`config.mk`:
```
export PLATFORM = sky130hd
export DESIGN_NAME = uart_tx_arbiter_flat
export DESIGN_NICKNAME = d
export VERILOG_FILES = /design/src/rtl/uart_tx_arbiter_if.sv /design/src/rtl/uart_tx_arbiter.sv /design/src/flat_wrapper.sv
export SDC_FILE = /design/constraint.sdc
export NUM_CORES = 1
export LEC_CHECK = 0
export ABC_AREA = 1
export BUFFER_PORTS_ARGS = -buffer_cell sky130_fd_sc_hd__buf_4
export CORE_MARGIN = 10
export CORE_UTILIZATION = 45
export CTS_CLUSTER_DIAMETER = 100
export DETAILED_ROUTE_END_ITERATION = 6
export PLACE_DENSITY = 0.8
export SETUP_SLACK_MARGIN = 0.02
export SYNTH_ARGS = -nofsm -noshare
export SYNTH_HDL_FRONTEND = slang
export SYNTH_SLANG_ARGS = --single-unit
```
`constraint.sdc`:
```
create_clock -name clk -period 4.39 [get_ports clk]
set_clock_uncertainty 0.1 [all_clocks]
set_input_delay 0.2195 -clock clk [delete_from_list [all_inputs] [get_ports clk]]
set_output_delay 0.2195 -clock clk [all_outputs]
set_load 0.03 [all_outputs]
```
`src/rtl/uart_tx_arbiter_if.sv`:
```
// Bundle of requester-side and uart-side transmit signals shared by uart_tx_arbiter.
// master = client/uart environment, slave = the arbiter.
interface uart_tx_arbiter_if #(
   parameter int unsigned N_REQ = 4
);
   logic [N_REQ-1:0]   req_valid;
   logic [8*N_REQ-1:0] req_data;
   logic [N_REQ-1:0]   req_last;
   logic [N_REQ-1:0]   req_ready;
   logic [N_REQ-1:0]   grant;
   logic               busy;
   logic [7:0]         w_data;
   logic               wr_uart;
   logic               tx_full;

   modport master (
      output req_valid, req_data, req_last, tx_full,
      input  req_ready, grant, busy, w_data, wr_uart
   );

   modport slave (
      input  req_valid, req_data, req_last, tx_full,
      output req_ready, grant, busy, w_data, wr_uart
   );
endinterface

```
`src/rtl/uart_tx_arbiter.sv`:
```
// Packet-locked round-robin arbiter for the shared uart transmit port.
// Optional source-tag header byte per grant: define UART_TX_ARB_SRC_TAG_EN.
module uart_tx_arbiter #(
   parameter int unsigned N_REQ     = 4,
   parameter int unsigned MAX_BURST = 16
) (
   input logic                   clk,
   input logic                   reset_n,
   uart_tx_arbiter_if.slave      bus
);
   localparam int unsigned IW = (N_REQ > 1) ? $clog2(N_REQ) : 1;

`ifdef UART_TX_ARB_SRC_TAG_EN
   typedef enum logic [1:0] {IDLE, TAG, XFER} state_t;
`else
   typedef enum logic [1:0] {IDLE, XFER} state_t;
`endif

   state_t           state_q;
   logic [N_REQ-1:0] grant_q;
   logic [IW-1:0]    owner_q;
   logic [IW-1:0]    rr_ptr_q;
   logic [7:0]       burst_cnt_q;

   logic [IW-1:0]    pick;
   logic [N_REQ-1:0] pick_oh;
   logic             pick_found;
   logic [IW-1:0]    rr_next;
   logic             wr;
   logic [7:0]       w_data_c;
   logic [N_REQ-1:0] ready_c;
   logic             end_of_grant;

   // Search rr_ptr, rr_ptr+1, ... wrapping at N_REQ; first valid wins.
   always_comb begin
      int unsigned idx;
      idx        = 0;
      pick       = '0;
      pick_oh    = '0;
      pick_found = 1'b0;
      for (int unsigned k = 0; k < N_REQ; k++) begin
         idx = 32'(rr_ptr_q) + k;
         if (idx >= N_REQ) idx = idx - N_REQ;
         if (!pick_found && bus.req_valid[IW'(idx)]) begin
            pick_found          = 1'b1;
            pick                = IW'(idx);
            pick_oh[IW'(idx)]   = 1'b1;
         end
      end
   end

   assign rr_next = (owner_q == IW'(N_REQ - 1)) ? '0 : owner_q + IW'(1);

   always_comb begin
      ready_c  = '0;
      wr       = 1'b0;
      w_data_c = '0;
      case (state_q)
`ifdef UART_TX_ARB_SRC_TAG_EN
         TAG: begin
            wr = !bus.tx_full;
            if (wr) w_data_c = {4'hA, 4'(owner_q)};
         end
`endif
         XFER: begin
            ready_c[owner_q] = !bus.tx_full;
            wr = bus.req_valid[owner_q] && !bus.tx_full;
            if (wr) w_data_c = bus.req_data[{owner_q, 3'b000} +: 8];
         end
         default: ;
      endcase
   end

   assign end_of_grant = bus.req_last[owner_q] || (burst_cnt_q == 8'(MAX_BURST - 1));

   always_ff @(posedge clk) begin
      if (!reset_n) begin
         state_q     <= IDLE;
         grant_q     <= '0;
         owner_q     <= '0;
         rr_ptr_q    <= '0;
         burst_cnt_q <= '0;
      end else begin
         case (state_q)
            IDLE: begin
               if (pick_found) begin
                  grant_q <= pick_oh;
                  owner_q <= pick;
`ifdef UART_TX_ARB_SRC_TAG_EN
                  state_q <= TAG;
`else
                  state_q <= XFER;
`endif
               end
            end
`ifdef UART_TX_ARB_SRC_TAG_EN
            TAG: begin
               if (wr) state_q <= XFER;
            end
`endif
            XFER: begin
               if (wr) begin
                  if (end_of_grant) begin
                     rr_ptr_q    <= rr_next;
                     grant_q     <= '0;
                     burst_cnt_q <= '0;
                     state_q     <= IDLE;
                  end else begin
                     burst_cnt_q <= burst_cnt_q + 8'd1;
                  end
               end
            end
            default: state_q <= IDLE;
         endcase
      end
   end

   assign bus.req_ready = ready_c;
   assign bus.wr_uart   = wr;
   assign bus.w_data    = w_data_c;
   assign bus.grant     = grant_q;
   assign bus.busy      = (state_q != IDLE);
endmodule

```
`src/flat_wrapper.sv`:
```
// flat-port wrapper written by rule: the top's interface ports become plain ports
module uart_tx_arbiter_flat 
#(
   parameter int unsigned N_REQ     = 4,
   parameter int unsigned MAX_BURST = 16
)
  (clk, reset_n, bus_req_valid, bus_req_data, bus_req_last, bus_tx_full, bus_req_ready, bus_grant, bus_busy, bus_w_data, bus_wr_uart);
  uart_tx_arbiter_if #(.N_REQ(N_REQ)) bus_i ();
  input logic clk;
  input logic reset_n;
  input wire logic [$bits(bus_i.req_valid)-1:0] bus_req_valid;
  input wire logic [$bits(bus_i.req_data)-1:0] bus_req_data;
  input wire logic [$bits(bus_i.req_last)-1:0] bus_req_last;
  input wire logic [$bits(bus_i.tx_full)-1:0] bus_tx_full;
  output wire logic [$bits(bus_i.req_ready)-1:0] bus_req_ready;
  output wire logic [$bits(bus_i.grant)-1:0] bus_grant;
  output wire logic [$bits(bus_i.busy)-1:0] bus_busy;
  output wire logic [$bits(bus_i.w_data)-1:0] bus_w_data;
  output wire logic [$bits(bus_i.wr_uart)-1:0] bus_wr_uart;
  assign bus_i.req_valid = bus_req_valid;
  assign bus_i.req_data = bus_req_data;
  assign bus_i.req_last = bus_req_last;
  assign bus_i.tx_full = bus_tx_full;
  assign bus_req_ready = bus_i.req_ready;
  assign bus_grant = bus_i.grant;
  assign bus_busy = bus_i.busy;
  assign bus_w_data = bus_i.w_data;
  assign bus_wr_uart = bus_i.wr_uart;
  uart_tx_arbiter #(.N_REQ(N_REQ), .MAX_BURST(MAX_BURST)) u_core (.clk(clk), .reset_n(reset_n), .bus(bus_i));
endmodule
```
==> flow_summary.toml, run 1 <==
[logic_synthesis]
yosys_warnings = 0
synth_top_family_by_area = "simple AND/OR/NAND/NOR gates"
muxShareOfSynthArea_pct = 0
synth_compound_area_share_pct = 16.5
synth_cells = 276
ys_seq_area_share_pct = 19.1
ys_top_cells_by_area = "dfxtp_1, nand2_1, nor2_1"
syn_area_per_cell_um2 = 6.46
synth_fp_nets = 331
synth-xor-area-share_pct = 1.97
synthAdderAreaFrac_pct = 8.43
synthTopCellsByCount = "nand2_1, nor2_1, a21oi_1"
synthSimpleGateAreaFrac_pct = 45.4
synth_edf_count = 0
ys_ff_latch = 17
synth_flop_cell = "dfxtp_1"
yosys.area.top_type = "dfxtp_1"
synthDominantCellAreaShare_pct = 19.1
async_reset_ff_share_pct = 0
synth.most_common_cell = "nand2_1"
yosysUniqueCellTypes = 35
synthesis.area_um2 = 1780

[timing]
finalHoldViolCount = 0
post-route-period-util_pct = 67.4
setup_violations = 0
rsz0062_at_grt = "false"
fin_crit_ps = 2960
worstMarginPinSlew_ps = 725
fin_tns_setup_ps = 0
fmax_ghz = 0.338
setup_ws_ps = 1430
slew_headroom_pct = 51.6
drv_slew = 0

[route]
first_pass_iters = 4
routed_wirelength_um = 5010
drt_iter0_markers = 48
ant_nets = 0
vias_per_cell = 5.02
vias = 1907
drc = 0
wire_per_inst_um = 13.2

[place]
place_area_um2 = 2250
dp_cells = 376
place_ws_ps = 1700
port_buffers = 60
place.gp.congestion = 0.814
place_hpwl_um = 4100

[cts]
clk_pin_slew_worst_paths_ps = 70
h-tree-depth = 1
cts_tree = "done"
cts_setup_buffers = 0
cts_resized = 0
ctsHoldBuffers = 0
clockRootBuffer = "clkbuf_8"
insertion_delay_ps = 250
clockBufferDepth = 2
cts.sinks = 17
numCtsBuffers = 3

[critical_path]
reg2reg_to = "u_core.rr_ptr_q[1]"
ff2ff_path_depth = 9
rrSetupSlack_ps = 1750
r2r_start = "u_core.owner_q[0]"
start_kind = "register"
critPathMaxFanout = 24
critPathCaptureType = "output pin"
crit_required_ps = 4070
arrival_ps = 2640
critPathKind = "register to output pin"

[pwr]
total_power_mw = 0.892
ir_drop_v = 0.000148
leakage_nw = 1.08
cellPowerDensity_nw_per_um2 = 389

[grt]
grt_pass1_wl_um = 8230
grt_use_total_pct = 13.4
antenna_found_initial = 0
grt_overflow = 0
grt_max_degree = 25
grt_pass1_vias = 1854

[floorplanning]
design.core.area_um2 = 3740
start_util_pct = 47.6
chipHeight_um = 82.9
dieArea_um2 = 6880
pin_count = 61
fp-row-count = 22
fp.dieW_um = 82.9

[finish]
area_growth_pct = 28.7
layout.nets = 388
layout-drive-gt1-share_pct = 29.5
num_antenna_cells = 0
stdcell_count = 380
design_area_um2 = 2290

[hold_path]
holdPathEnd = "u_core.owner_q[0]"
worstHoldStart = "reset_n"
hold_path.class = "input pin to register"
hold_depth = 3

[outcome]
status = "complete, no violations"

[job]
cap_violations = 0
[final cells by class]
cell class	instances	area, µm²
Clock buffer	3	41.3
Clock inverter	1	5.00
Fill cell	379	1450
Inverter	26	108
Multi-Input combinational cell	225	1290
Sequential cell	17	340
Tap cell	48	60.1
Timing Repair Buffer	60	450
[how the worst max path moves through the flow]
stage                             startpoint           endpoint  slack [ps]  cells after the start
after floorplan           u_core.rr_ptr_q[0]  u_core.owner_q[0]        2450                     13
after global placement     u_core.owner_q[0]      bus_w_data[0]        1780                      7
after detailed placement   u_core.owner_q[0]      bus_w_data[1]        1700                      7
after CTS                  u_core.owner_q[0]      bus_w_data[1]        1400                      7
after global routing       u_core.owner_q[0]      bus_w_data[4]        1150                      7
final                      u_core.owner_q[0]      bus_w_data[1]        1430                      7
[critical path, cell delays in order (launching register included)]
cell and delay (ps):
dfxtp_1 790, inv_1 520, a21oi_1 220, o21ai_1 80
nand2_1 140, nand3_4 220, a21oi_1 220, buf_4 190
[logic make-up after synthesis]
logic type,Yosys count
AND/OR/NAND/NOR,156
adder cells (fa/ha/maj),12
AO/OA/AOI/OAI,53
XOR/XNOR,4
buffers and inverters,34
flip-flops,17
[stage by stage]
stage | util [%] | hold WS [ps]
6_report | 61.2 | 152
5_1_grt | 61.2 | 151
4_1_cts | 61.2 | 147
3_5_place_dp | 60.0 | 357
3_3_place_gp | 60.0 | 356
2_1_floorplan | - | 245
[sequential cells by signal (all words and copies together), names as in the netlist]
name                flops
u_core.burst_cnt_q      8
u_core.state_q          1
u_core.bus.grant        4
u_core.rr_ptr_q         2
u_core.owner_q          2
[per-layer routing]
layer  up-vias  share of wire (%)  GRT usage, %
met5         -                  0             0
met4         0               0.84          2.92
met1       852                 43          14.8
met3         4                5.1          4.20
met2        40                 51          24.1
li1       1011                  -             -
[cells in the final DEF (no fill, tap or decap), types with 9 or more instances in the layout]
master	instances
nand2_2	9
a21oi_1	24
nand3_1	14
dfxtp_1	17
inv_1	20
ha_1	12
nor2_1	52
buf_4	60
o21ai_0	17
nand2_1	54
[power by group]
part	internal (mW)	switching (mW)
Clock	0.0629	0.0533
Combinational	0.198	0.351
Sequential	0.175	0.0521
Total	0.436	0.456
No activity file was read; power rests on OpenSTA's default activity.
==> inputs of run 2 (changes only) <==
PLACE_DENSITY = 0.83   (was 0.8)
clock period = 2.6 ns   (was 4.39 ns; I/O delays follow)
==> run 2 against run 1 <==
Net effect:
- global-route usage grew 0.22 points
- via count grew 2.1%
- die area is the same
- final cell count grew 1.3%
- sequential power grew 49%
- routed wire length grew 1.1%
- utilization grew 0.97 points
- worst setup slack lost 990 ps
- hold slack lost 96 ps
- first-iteration DRC count grew 110%
- critical endpoint is now u_core.bus.grant[0]
- largest cell class unchanged
- highest routed layer unchanged
==> flow_summary.toml, run 2 (synthesis results as in run 1) <==
[outcome]
status = "complete, no violations"

[place]
place_hpwl_um = 4200
place.gp.congestion = 0.874
port_buffers = 60
place_ws_ps = 488

[grt]
grt_overflow = 0
grt_pass1_wl_um = 8340
grt_use_total_pct = 13.6
antenna_found_initial = 0
grt_pass1_vias = 1844
grt_max_degree = 19

[finish]
nFillCells = 369
final_cell_mix = "buf_4, nand2_1, nor2_1"
num_antenna_cells = 0
mostFrequentLayoutCell = "buf_4"
layout-drive-gt1-share_pct = 30.3
area_growth_pct = 30.7
layout.nets = 393
regMostFlops = "u_core.burst_cnt_q"
largest_register_ffs = 8

[route]
drc = 0
drt_iter0_markers = 99
vias = 1947
wire_per_inst_um = 13.2
routed_wirelength_um = 5070
first_pass_iters = 4
vias_per_cell = 5.06
ant_nets = 0

[job]
cap_violations = 0

[cts]
numCtsBuffers = 3
cts_resized = 0
clk_pin_slew_worst_paths_ps = 70
cts_tree = "done"
clockRootBuffer = "clkbuf_8"
cts.sinks = 17
insertion_delay_ps = 250
ctsHoldBuffers = 0
h-tree-depth = 1
cts_setup_buffers = 0
clockBufferDepth = 2

[timing]
setup_violations = 0
setup_ws_ps = 446
post-route-period-util_pct = 82.9
finalHoldViolCount = 0
rsz0062_at_grt = "false"
worstMarginPinSlew_ps = 370
fin_crit_ps = 2150
fmax_ghz = 0.464
drv_slew = 0
fin_tns_setup_ps = 0
slew_headroom_pct = 75.3

[pwr]
ir_drop_v = 0.000270
cellPowerDensity_nw_per_um2 = 664
leakage_nw = 1.10

[critical_path]
r2r_start = "u_core.rr_ptr_q[1]"
slowest_stage = "dfxtp_1"
rrSetupSlack_ps = 450
critPathMaxFanout = 7
critPathKind = "register to register"
ff2ff_path_depth = 10
start_kind = "register"
reg2reg_to = "u_core.bus.grant[0]"
critPathCaptureType = "register"
cp_cell_sequence = "inv_2 -> ha_1 -> inv_1 -> nand3_1 -> nand2_2 -> nor2_2 -> a21oi_1 -> nand3_1 -> nand2_1 -> a21oi_1"
crit_required_ps = 2680
arrival_ps = 2230
max_stage_delay_ps = 500

[hold_path]
hold_depth = 3
holdPathEnd = "u_core.owner_q[1]"
worstHoldStart = "reset_n"
hold_path.class = "input pin to register"

[floorplanning]
pin_count = 61
start_util_pct = 47.6
design.core.area_um2 = 3740
dieArea_um2 = 6880
fp-row-count = 22
fp.dieW_um = 82.9
chipHeight_um = 82.9
[run 2: cell count changes in the layout (fill, tap and decap cells not counted)]
cell,change
clkinv_2,-1
buf_4,+5
clkbuf_1,+1
[run 2: report_power, final]
part / switching, mW / total (mW) / internal [mW]
combinational: 0.649 / 1.01 / 0.364
sequential: 0.0435 / 0.338 / 0.295
clock: 0.0858 / 0.194 / 0.109
[run 2: worst max-delay path by stage]
stage	from	to	depth (start not counted)
after detailed placement	u_core.rr_ptr_q[1]	u_core.bus.grant[0]	10
final	u_core.rr_ptr_q[1]	u_core.bus.grant[0]	10
after CTS	u_core.owner_q[0]	bus_w_data[1]	7
after global routing	u_core.rr_ptr_q[1]	u_core.bus.grant[0]	10
after floorplan	u_core.rr_ptr_q[0]	u_core.owner_q[0]	13
after global placement	u_core.rr_ptr_q[1]	u_core.owner_q[0]	12
[run 2: final cells by class]
| class | instances | area, µm² | area share (%) |
|---|---|---|---|
| timing repair buffer | 65 | 488 | 21.0 |
| tap | 48 | 60.1 | 2.58 |
| inverter | 26 | 108 | 4.62 |
| multi-input combinational | 225 | 1290 | 55.3 |
| clock buffer | 4 | 45.0 | 1.93 |
| sequential | 17 | 340 | 14.6 |
[run 2: routing by layer]
metal | wire [µm] | GRT usage [%] | vias up
met1 | 2090 | 14.7 | 870
met5 | 0 | 0 | -
met4 | 43 | 2.15 | 0
met2 | 2690 | 25.7 | 45
li1 | - | - | 1026
met3 | 242 | 3.71 | 6
[run 2: stage by stage]
step | area (µm²) | std cells | utilization [%] | hold slack (ps) | total power [mW]
4_1_cts | 2330 | 385 | 62.2 | 46.4 | 1.55
6_report | 2330 | 385 | 62.2 | 55.6 | 1.55
5_1_grt | 2330 | 385 | 62.2 | 67.4 | 1.68
3_3_place_gp | 2280 | 381 | 61.0 | 319 | 1.33
2_1_floorplan | 1780 | 276 | - | 156 | 1.09
3_5_place_dp | 2280 | 381 | 61.0 | 318 | 1.35
[run 2: worst max-delay path: cells and delay by family (launching register included)]
family	cells	cell delay [ps]
simple gates	5	560
compound gates	2	230
fa+ha+maj	1	420
buf+inv	2	260
flops	1	500
